<file path="src/rtl/maze_pkg.sv">
// rtl/maze_pkg.sv - shared maze geometry, direction codes and wall map
package maze_pkg;

    localparam int TILE_SHIFT = 4;
    localparam int MAZE_ROWS  = 30;
    localparam int MAZE_COLS  = 40;

    typedef enum logic [1:0] {
        DIR_UP    = 2'b00,
        DIR_DOWN  = 2'b01,
        DIR_LEFT  = 2'b10,
        DIR_RIGHT = 2'b11
    } dir_t;

    localparam logic [MAZE_COLS-1:0] ROW_WALL = 40'hFF_FFFF_FFFF;
    localparam logic [MAZE_COLS-1:0] ROW_OPEN = 40'h80_0000_0001;
    localparam logic [MAZE_COLS-1:0] ROW_BARS = 40'hBC_F3CF_3CF1;
    localparam logic [MAZE_COLS-1:0] ROW_STEP = 40'h87_0E1C_3871;

    // Index [row][col]; bit col of each row word is that tile's wall flag.
    localparam logic [MAZE_COLS-1:0] MAZE_MAP [MAZE_ROWS] = '{
        ROW_WALL, ROW_OPEN, ROW_OPEN, ROW_BARS, ROW_OPEN, ROW_STEP,
        ROW_OPEN, ROW_BARS, ROW_OPEN, ROW_STEP, ROW_OPEN, ROW_BARS,
        ROW_OPEN, ROW_STEP, ROW_OPEN, ROW_BARS, ROW_OPEN, ROW_STEP,
        ROW_OPEN, ROW_BARS, ROW_OPEN, ROW_STEP, ROW_OPEN, ROW_BARS,
        ROW_OPEN, ROW_STEP, ROW_OPEN, ROW_BARS, ROW_OPEN, ROW_WALL
    };

    // Border walls and the guaranteed corridors/ghost home override the map.
    function automatic logic maze_wall(input logic [6:0] row, input logic [6:0] col);
        logic wall;
        if (row >= 7'(MAZE_ROWS) || col >= 7'(MAZE_COLS))
            wall = 1'b1;
        else if (row == 7'd0 || row == 7'(MAZE_ROWS-1) || col == 7'd0 || col == 7'(MAZE_COLS-1))
            wall = 1'b1;
        else if (row == 7'd1 || col == 7'd1)
            wall = 1'b0;
        else if ((row == 7'd8 || row == 7'd9) && (col == 7'd12 || col == 7'd13))
            wall = 1'b0;
        else
            wall = MAZE_MAP[row[4:0]][col[5:0]];
        return wall;
    endfunction

endpackage

</file>
<file path="src/rtl/maze_tile_rom.sv">
// rtl/maze_tile_rom.sv - combinational tile row/col to wall-bit lookup
module maze_tile_rom
    import maze_pkg::*;
(
    input  logic [6:0] row,
    input  logic [6:0] col,
    output logic       wall
);

    assign wall = maze_wall(row, col);

endmodule

</file>
<file path="config.mk">
export PLATFORM = sky130hd
export DESIGN_NAME = maze_tile_rom
export DESIGN_NICKNAME = d
export VERILOG_FILES = /design/src/rtl/maze_pkg.sv /design/src/rtl/maze_tile_rom.sv
export SDC_FILE = /design/constraint.sdc
export NUM_CORES = 1
export LEC_CHECK = 0
export ABC_AREA = 1
export ABC_CLOCK_PERIOD_IN_PS = 2800
export BUFFER_PORTS_ARGS = -buffer_cell sky130_fd_sc_hd__buf_4
export CAP_MARGIN = 20
export CELL_PAD_IN_SITES_DETAIL_PLACEMENT = 1
export CELL_PAD_IN_SITES_GLOBAL_PLACEMENT = 2
export CORE_ASPECT_RATIO = 0.75
export CORE_MARGIN = 2
export CORE_UTILIZATION = 25
export DETAILED_ROUTE_END_ITERATION = 16
export GPL_TIMING_DRIVEN = 0
export PLACE_DENSITY = 0.82
export SLEW_MARGIN = 20
export SYNTH_ARGS = -nofsm -noshare
export SYNTH_HDL_FRONTEND = slang
export SYNTH_SLANG_ARGS = --single-unit
</file>
<file path="constraint.sdc">
create_clock -name vclk -period 2.8
set_clock_uncertainty 0.15 [all_clocks]
set_input_delay 0.84 -clock vclk [all_inputs]
set_output_delay 0.84 -clock vclk [all_outputs]
set_load 0.01 [all_outputs]
</file>
==> impl_metrics.ini, run 1 <==
[outcome]
outcome = finished, violations left
violations = setup timing

[final_layout]
n_fill_cell = 353
final_common_cell = nand2_1
ff_latch_area_um2 = 0
seq_cell_count = 0
final_cells = 187
clkbuf_count = 0
syn2layout_area_growth_pct = 47.8
antenna_cells = 0
drive_above_1_share = 0.358
fin_nets = 174
layout_common_cells = 28 x nand2_1, 19 x buf_4, 18 x nand3_1, 18 x inv_1, 8 x nand2_2

[power]
p_int_uw = 59.8
ir_worst_vdd_uv = 68.0
switching_power_uw = 83.1
switching_share = 0.582
cellPowerDensity_mw_per_mm2 = 143
pwr-share-seq = 0
pwr-share-comb = 1.000
power_uw = 143
p_leak_nw = 0.515
power.share.clock = 0

[critical_path]
crit_chain = buf_12 -> clkinvlp_4 -> buf_4 -> buf_4 -> ha_1 -> nor3_2 -> nor3_1 -> nor4_1 -> nand2_2 -> buf_6
cp_max_fo = 5
crit_slowest_cell = nor4_1
cpPeakStageDelay_ns = 0.32
crit_top_cell = buf_4
arrival_ns = 2.30
crit_path_end_kind = primary output
critical_path_class = in2out
required_ns = 1.81
cp-start-kind = primary input

[worst_hold_path]
hold_class = in2out

[global_routing]
grt.overflow.total = 0
grt_max_degree = 10
grt_pass1_wl_um = 4070
antenna_found_initial = 0
track_usage = 0.156
first_global_vias = 866

[drt]
vias_per_cell = 4.76
drc_errors = 0
ant_nets = 0
drt-total-wl_um = 2410
num_vias = 890
wl_per_cell_um = 12.9
firstDrtPassIters = 4
dr.first_iter.drc_count = 40

[sta]
worst_pin_slew_ns = 0.363
maxSlewHeadroom = 0.757
period_share = 1.18
slew_viol_final = 0
min_period_ns = 3.29
finalSetupViolCount = 1
rsz0062_at_grt = yes
setup_slack_ns = -0.491
hold_viol = 0
max_freq_ghz = 0.304

[place]
dp_slack_ns = -0.580
placed_cells = 179
dp_hpwl_um = 1960
routabilityCongestion = 0.804
port_buffers = 14

[logic_synthesis]
ys_types = 23
syn_area_um2 = 676
syn-num-nets = 150
netlist_instances = 129
syn_area_per_cell_um2 = 5.24
ys_seq_area_frac = 0
yosys_warnings = 0

[floorplan]
num_rows = 16
start_util = 0.262
core_region_area_mm2 = 0.00258
die-area_mm2 = 0.00314
io-pin-count = 15
die_w_um = 64.0
die_h_um = 49.0

[job]
drv_cap = 0
## metal layers
layer	track usage	up-vias	wire length, um
met1	0.254	411	1290
met5	0	-	0
met4	0	0	0
met2	0.240	6	1090
met3	0.00231	0	31
li1	-	473	-
## worst max-delay path, delay by kind of cell
family / cells / cell delay (ns)
AND/OR/NAND/NOR: 4 / 0.66
adder cells (fa/ha/maj): 1 / 0.20
buffers and inverters: 5 / 0.59
## repair_timing
| item | CTS | global route |
|---|---|---|
| buffers inserted | 7 | 1 |
| endpoints found under the setup margin | 1 | 1 |
| pin swaps | 11 | 14 |
| gates resized for setup | 8 | 14 |
| hold buffers | 0 | 0 |
## cell families after synthesis
logic type	after synthesis	synth area share
AOI/OAI and AO/OA	18	0.152
and+or+nand+nor	80	0.572
adders and majority gates	7	0.130
buffers and inverters	24	0.146
## final timing paths
kind  cells past startpoint    from  slack, ns   end
max                      10  row[0]      -0.49  wall
min                       6  row[5]       1.93  wall
## cell usage after synthesis (2+ instances only)
cell | count | area share
o21ai_1 | 3 | 0.022
nand3_1 | 22 | 0.16
nor3_1 | 3 | 0.022
nand4_1 | 3 | 0.028
o21ai_0 | 4 | 0.030
nor2_2 | 2 | 0.019
nand2_2 | 2 | 0.019
a31oi_1 | 2 | 0.019
nor2_4 | 2 | 0.033
nand3_2 | 2 | 0.030
nand2_1 | 36 | 0.20
ha_1 | 7 | 0.13
a21oi_1 | 6 | 0.044
inv_1 | 21 | 0.12
nor2_1 | 6 | 0.033
## stage by stage
stage / utilization / setup TNS, ns / hold WS, ns / instance area, um^2
after CTS: 0.362 / -0.458 / 1.94 / 936
final: 0.387 / -0.491 / 1.93 / 998
after global routing: 0.387 / -0.602 / 1.99 / 998
after detailed placement: 0.333 / -0.580 / 1.94 / 860
after global placement: 0.333 / -0.551 / 1.93 / 860
after floorplan: - / -0.0960 / 1.75 / 709
## final cells by class
cell class | count | area [um^2] | area share
inverter | 23 | 91.3 | 0.0915
multi-input combinational | 105 | 666 | 0.667
tap | 36 | 45.0 | 0.0451
timing repair buffer | 22 | 185 | 0.185
buffer | 1 | 11.3 | 0.0113
## power groups by stage
stage	registers, mW	logic [mW]	clock network, mW
3_5_place_dp	0	0.120	0
4_1_cts	0	0.131	0
5_1_grt	0	0.160	0
3_3_place_gp	0	0.117	0
2_1_floorplan	0	0.0752	0
6_report	0	0.143	0
No activity file was read; power rests on OpenSTA's default activity.
==> inputs of run 2 (changes only) <==
--- a/config.mk
+++ b/config.mk
@@ -6,8 +6,8 @@
 export NUM_CORES = 1
 export LEC_CHECK = 0
 export ABC_AREA = 1
-export ABC_CLOCK_PERIOD_IN_PS = 2800
-export BUFFER_PORTS_ARGS = -buffer_cell sky130_fd_sc_hd__buf_4
+export ABC_CLOCK_PERIOD_IN_PS = 2670
+export BUFFER_PORTS_ARGS = -buffer_cell sky130_fd_sc_hd__buf_2
 export CAP_MARGIN = 20
 export CELL_PAD_IN_SITES_DETAIL_PLACEMENT = 1
 export CELL_PAD_IN_SITES_GLOBAL_PLACEMENT = 2
@@ -17,6 +17,7 @@
 export DETAILED_ROUTE_END_ITERATION = 16
 export GPL_TIMING_DRIVEN = 0
 export PLACE_DENSITY = 0.82
+export REMOVE_ABC_BUFFERS = 1
 export SLEW_MARGIN = 20
 export SYNTH_ARGS = -nofsm -noshare
 export SYNTH_HDL_FRONTEND = slang
==> constraint.sdc (replaced) <==
create_clock -name vclk -period 2.67
set_clock_uncertainty 0.15 [all_clocks]
set_input_delay 0.801 -clock vclk [all_inputs]
set_output_delay 0.801 -clock vclk [all_outputs]
set_load 0.01 [all_outputs]
==> run 2 against run 1 <==
  * The flow still finishes with violations (setup timing)
  * Routed wire length up 7.4%
  * Global-route usage decreased by 0.24 points
  * First-iteration DRC count down 48%
  * Sequential cell count unchanged
  * Cell area is 4.3% higher
  * Critical path type unchanged
  * Critical endpoint unchanged
  * Largest cell class unchanged
==> impl_metrics.ini, run 2 (synthesis results as in run 1) <==
[outcome]
outcome = finished, violations left
violations = setup timing

[place]
port_buffers = 15
dp_slack_ns = -0.789
place_area_um2 = 785
placed_cells = 179
dp_hpwl_um = 1890
routabilityCongestion = 0.839

[job]
drv_cap = 0

[final_layout]
layout_common_cells = 26 x nand2_1, 17 x nand3_1, 17 x inv_1, 10 x buf_2, 9 x nand2_2
fin_nets = 175
clkbuf_count = 0
ff_latch_area_um2 = 0
syn2layout_area_growth_pct = 54.1
final_cells = 188
final_util = 0.403
drive_above_1_share = 0.388
n_fill_cell = 349
antenna_cells = 0
seq_cell_count = 0
design_area_mm2 = 0.00104
final_common_cell = nand2_1

[floorplan]
die_h_um = 49.0
die-area_mm2 = 0.00314
core_region_area_mm2 = 0.00258
io-pin-count = 15
die_w_um = 64.0
start_util = 0.262
num_rows = 16

[power]
cellPowerDensity_mw_per_mm2 = 152
p_leak_nw = 0.525
ir_worst_vdd_uv = 60.4

[drt]
firstDrtPassIters = 4
dr.first_iter.drc_count = 21
ant_nets = 0
wl_per_cell_um = 13.8
drc_errors = 0
drt-total-wl_um = 2590
vias_per_cell = 5.01
num_vias = 942

[critical_path]
cpPeakStageDelay_ns = 0.29
path_buf_inv = 3
crit_chain = buf_8 -> inv_6 -> ha_4 -> nand3_4 -> nand2_2 -> nand2_2 -> nand2_2 -> nand2_2 -> a21oi_2 -> nand3_1 -> nand2_1 -> nand2_1 -> nand2_1 -> nand2_1 -> buf_2
crit_path_end_kind = primary output
critPathTopFamily = simple AND/OR/NAND/NOR gates
crit_slowest_cell = ha_4
arrival_ns = 2.20
critical_path_class = in2out
required_ns = 1.72
cp_max_fo = 4
cp-start-kind = primary input

[global_routing]
antenna_found_initial = 0
grt_pass1_wl_um = 4060
track_usage = 0.154
grt.overflow.total = 0
grt_max_degree = 10
first_global_vias = 945

[sta]
setup_slack_ns = -0.484
slew_viol_final = 0
setup_tns_ns = -0.484
max_freq_ghz = 0.317
maxSlewHeadroom = 0.747
hold_viol = 0
period_share = 1.18
finalSetupViolCount = 1
worst_pin_slew_ns = 0.379
rsz0062_at_grt = yes
min_period_ns = 3.15

[worst_hold_path]
hold_class = in2out

[clock_network]
ctsHoldBuffers = 0
[run 2: changes by cell type in the layout (fill, tap and decap cells not counted), sizes merged]
cell and change:
clkbuf +1
[run 2: worst paths after layout]
kind	from	end	cells past startpoint
max	row[1]	wall	15
min	row[5]	wall	6
[run 2: metrics by stage]
stage	power [mW]	hold WS (ns)
2_1_floorplan	0.0702	1.67
3_3_place_gp	0.108	1.85
3_5_place_dp	0.111	1.87
4_1_cts	0.133	1.88
5_1_grt	0.175	1.91
6_report	0.159	1.86
[run 2: layer usage]
metal,vias to the layer above,routed length [um],track usage
met1,442,1290,0.217
met4,0,0,0.00725
met2,21,1210,0.262
met5,-,0,0
met3,0,96,0.0185
li1,479,-,-
[run 2: final cells by class]
cell class | instances | area (um^2) | area share
multi-input cells | 105 | 694 | 0.667
repair buffers | 24 | 195 | 0.187
inverters | 23 | 106 | 0.102
well taps | 36 | 45.0 | 0.0433
[run 2: what timing repair did]
| action | in CTS | in global routing |
|---|---|---|
| gates resized for setup | 26 | 24 |
| setup buffers | 4 | 5 |
| setup endpoints to repair | 1 | 1 |
| hold endpoints to repair | 0 | 0 |
| pin swaps | 10 | 15 |
[run 2: power breakdown]
part / internal (mW) / switching (mW) / total, mW
clock: 0 / 0 / 0
sequential: 0 / 0 / 0
combinational: 0.0640 / 0.0947 / 0.159
total: 0.0640 / 0.0947 / 0.159
==> inputs of run 3 (changes only) <==
--- a/config.mk
+++ b/config.mk
@@ -16,7 +16,7 @@
 export CORE_UTILIZATION = 25
 export DETAILED_ROUTE_END_ITERATION = 16
 export GPL_TIMING_DRIVEN = 0
-export PLACE_DENSITY = 0.82
+export PLACE_DENSITY = 0.9
 export REMOVE_ABC_BUFFERS = 1
 export SLEW_MARGIN = 20
 export SYNTH_ARGS = -nofsm -noshare
==> run 3 against run 2 <==
  * Non-clock buffer count fell by 3
  * Count of clock-buffer cells in the layout unchanged
  * The run still ends with setup timing left
  * Critical path type unchanged
  * Via count is 5.8% lower
  * Sequential cell count is the same
  * Fmax rose by 0.41%
  * Sequential share of layout area unchanged
==> impl_metrics.ini, run 3 (synthesis results as in run 1) <==
[sta]
slew_viol_final = 0
holdWs_ns = 1.86
worst_pin_slew_ns = 0.346
maxSlewHeadroom = 0.768
period_share = 1.18
setup_slack_ns = -0.472
min_period_ns = 3.14
rsz0062_at_grt = yes
max_freq_ghz = 0.318
finalSetupViolCount = 1
hold_viol = 0

[final_layout]
syn2layout_area_growth_pct = 45.0
clkbuf_count = 0
final_cells = 185
antenna_cells = 0
final_common_cell = nand2_1
design_area_um2 = 980
ff_latch_area_um2 = 0
layout_common_cells = 30 x nand2_1, 18 x inv_1, 17 x nand3_1, 10 x buf_2
fin_nets = 172
seq_cell_count = 0
n_fill_cell = 347
drive_above_1_share = 0.336

[power]
p_leak_nw = 0.505
power_uw = 145
switching_share = 0.596
switching_power_uw = 86.3
power.share.clock = 0
cellPowerDensity_mw_per_mm2 = 148
pwr-share-seq = 0
ir_worst_vdd_uv = 63.2
p_int_uw = 58.4
pwr-share-comb = 1.000

[critical_path]
crit_path_end_kind = primary output
cp-start-kind = primary input
crit_chain = buf_8 -> buf_4 -> inv_1 -> nand2_1 -> nand2_1 -> nand3_2 -> nand2_4 -> nand2_2 -> nand3_2 -> nand2_1 -> a21oi_2 -> nand2_1 -> nand2_1 -> nand2_1 -> nand2_1 -> buf_2
required_ns = 1.72
crit_top_cell = nand2_1
arrival_ns = 2.19
crit_slowest_cell = nand3_2
critical_path_class = in2out
cpPeakStageDelay_ns = 0.15
cp_max_fo = 4

[drt]
ant_nets = 0
vias_per_cell = 4.79
dr.first_iter.drc_count = 17
firstDrtPassIters = 4
num_vias = 887
drc_errors = 0
drt-total-wl_um = 2370
wl_per_cell_um = 12.8

[floorplan]
start_util = 0.262
die_h_um = 49.0
die_w_um = 64.0
num_rows = 16
io-pin-count = 15
core_region_area_mm2 = 0.00258
die-area_mm2 = 0.00314

[job]
drv_cap = 0

[worst_hold_path]
min_to = wall
hold_class = in2out
min_path_cells = 6
hold_path_startpoint = row[6]

[place]
dp_hpwl_um = 1890
routabilityCongestion = 0.902
placed_cells = 179
place_area_um2 = 785
port_buffers = 15

[outcome]
outcome = finished, violations left
violations = setup timing

[global_routing]
grt.overflow.total = 0
grt_pass1_wl_um = 3840
track_usage = 0.148
first_global_vias = 881
grt_max_degree = 10
antenna_found_initial = 0
==> run 3: worst max path at each step <==
stage | from | to | slack [ns] | cells past startpoint
floorplan | row[0] | wall | -0.21 | 13
global placement | row[0] | wall | -0.68 | 15
detailed placement | row[0] | wall | -0.72 | 15
CTS | row[0] | wall | -0.42 | 15
global route | row[2] | wall | -0.61 | 16
finish | row[2] | wall | -0.47 | 16
==> run 3: layout make-up <==
type | instances | area, um^2 | area share
multi-input combinational | 105 | 661 | 0.674
timing repair buffer | 21 | 169 | 0.172
inverter | 23 | 105 | 0.107
tap | 36 | 45.0 | 0.0460
==> run 3: worst max-delay path: cells and delay by family <==
| kind | cells | cell delay [ns] |
|---|---|---|
| AO/OA/AOI/OAI | 1 | 0.15 |
| buffers and inverters | 4 | 0.43 |
| AND/OR/NAND/NOR | 11 | 0.83 |
==> run 3: per-stage QoR <==
stage / worst slack (ns) / setup TNS (ns) / util
floorplan: -0.207 / -0.207 / -
global placement: -0.684 / -0.684 / 0.304
detailed placement: -0.720 / -0.720 / 0.304
CTS: -0.423 / -0.423 / 0.347
global route: -0.611 / -0.611 / 0.379
finish: -0.472 / -0.472 / 0.379
==> run 3: per-layer routing <==
| layer | track usage | vias to the layer above | wire, um |
|---|---|---|---|
| li1 | - | 466 | - |
| met1 | 0.215 | 410 | 1190 |
| met2 | 0.259 | 11 | 1140 |
| met3 | 0 | 0 | 37 |
| met4 | 0 | 0 | 0 |
| met5 | 0 | - | 0 |
==> run 3: timing repair <==
| action | 4_1_cts | 5_1_grt |
|---|---|---|
| endpoints found under the hold margin | 0 | 0 |
| endpoints found under the setup margin | 1 | 1 |
| cloned | 0 | 0 |
| hold buffers | 0 | 0 |
| pin swaps | 14 | 15 |
| setup buffers | 3 | 3 |
| resized for setup | 27 | 16 |
==> run 3: power by group through the flow <==
| stage | Combinational, mW | Clock, mW | Sequential, mW |
|---|---|---|---|
| 2_1_floorplan | 0.0702 | 0 | 0 |
| 3_3_place_gp | 0.106 | 0 | 0 |
| 3_5_place_dp | 0.110 | 0 | 0 |
| 4_1_cts | 0.129 | 0 | 0 |
| 5_1_grt | 0.160 | 0 | 0 |
| 6_report | 0.145 | 0 | 0 |
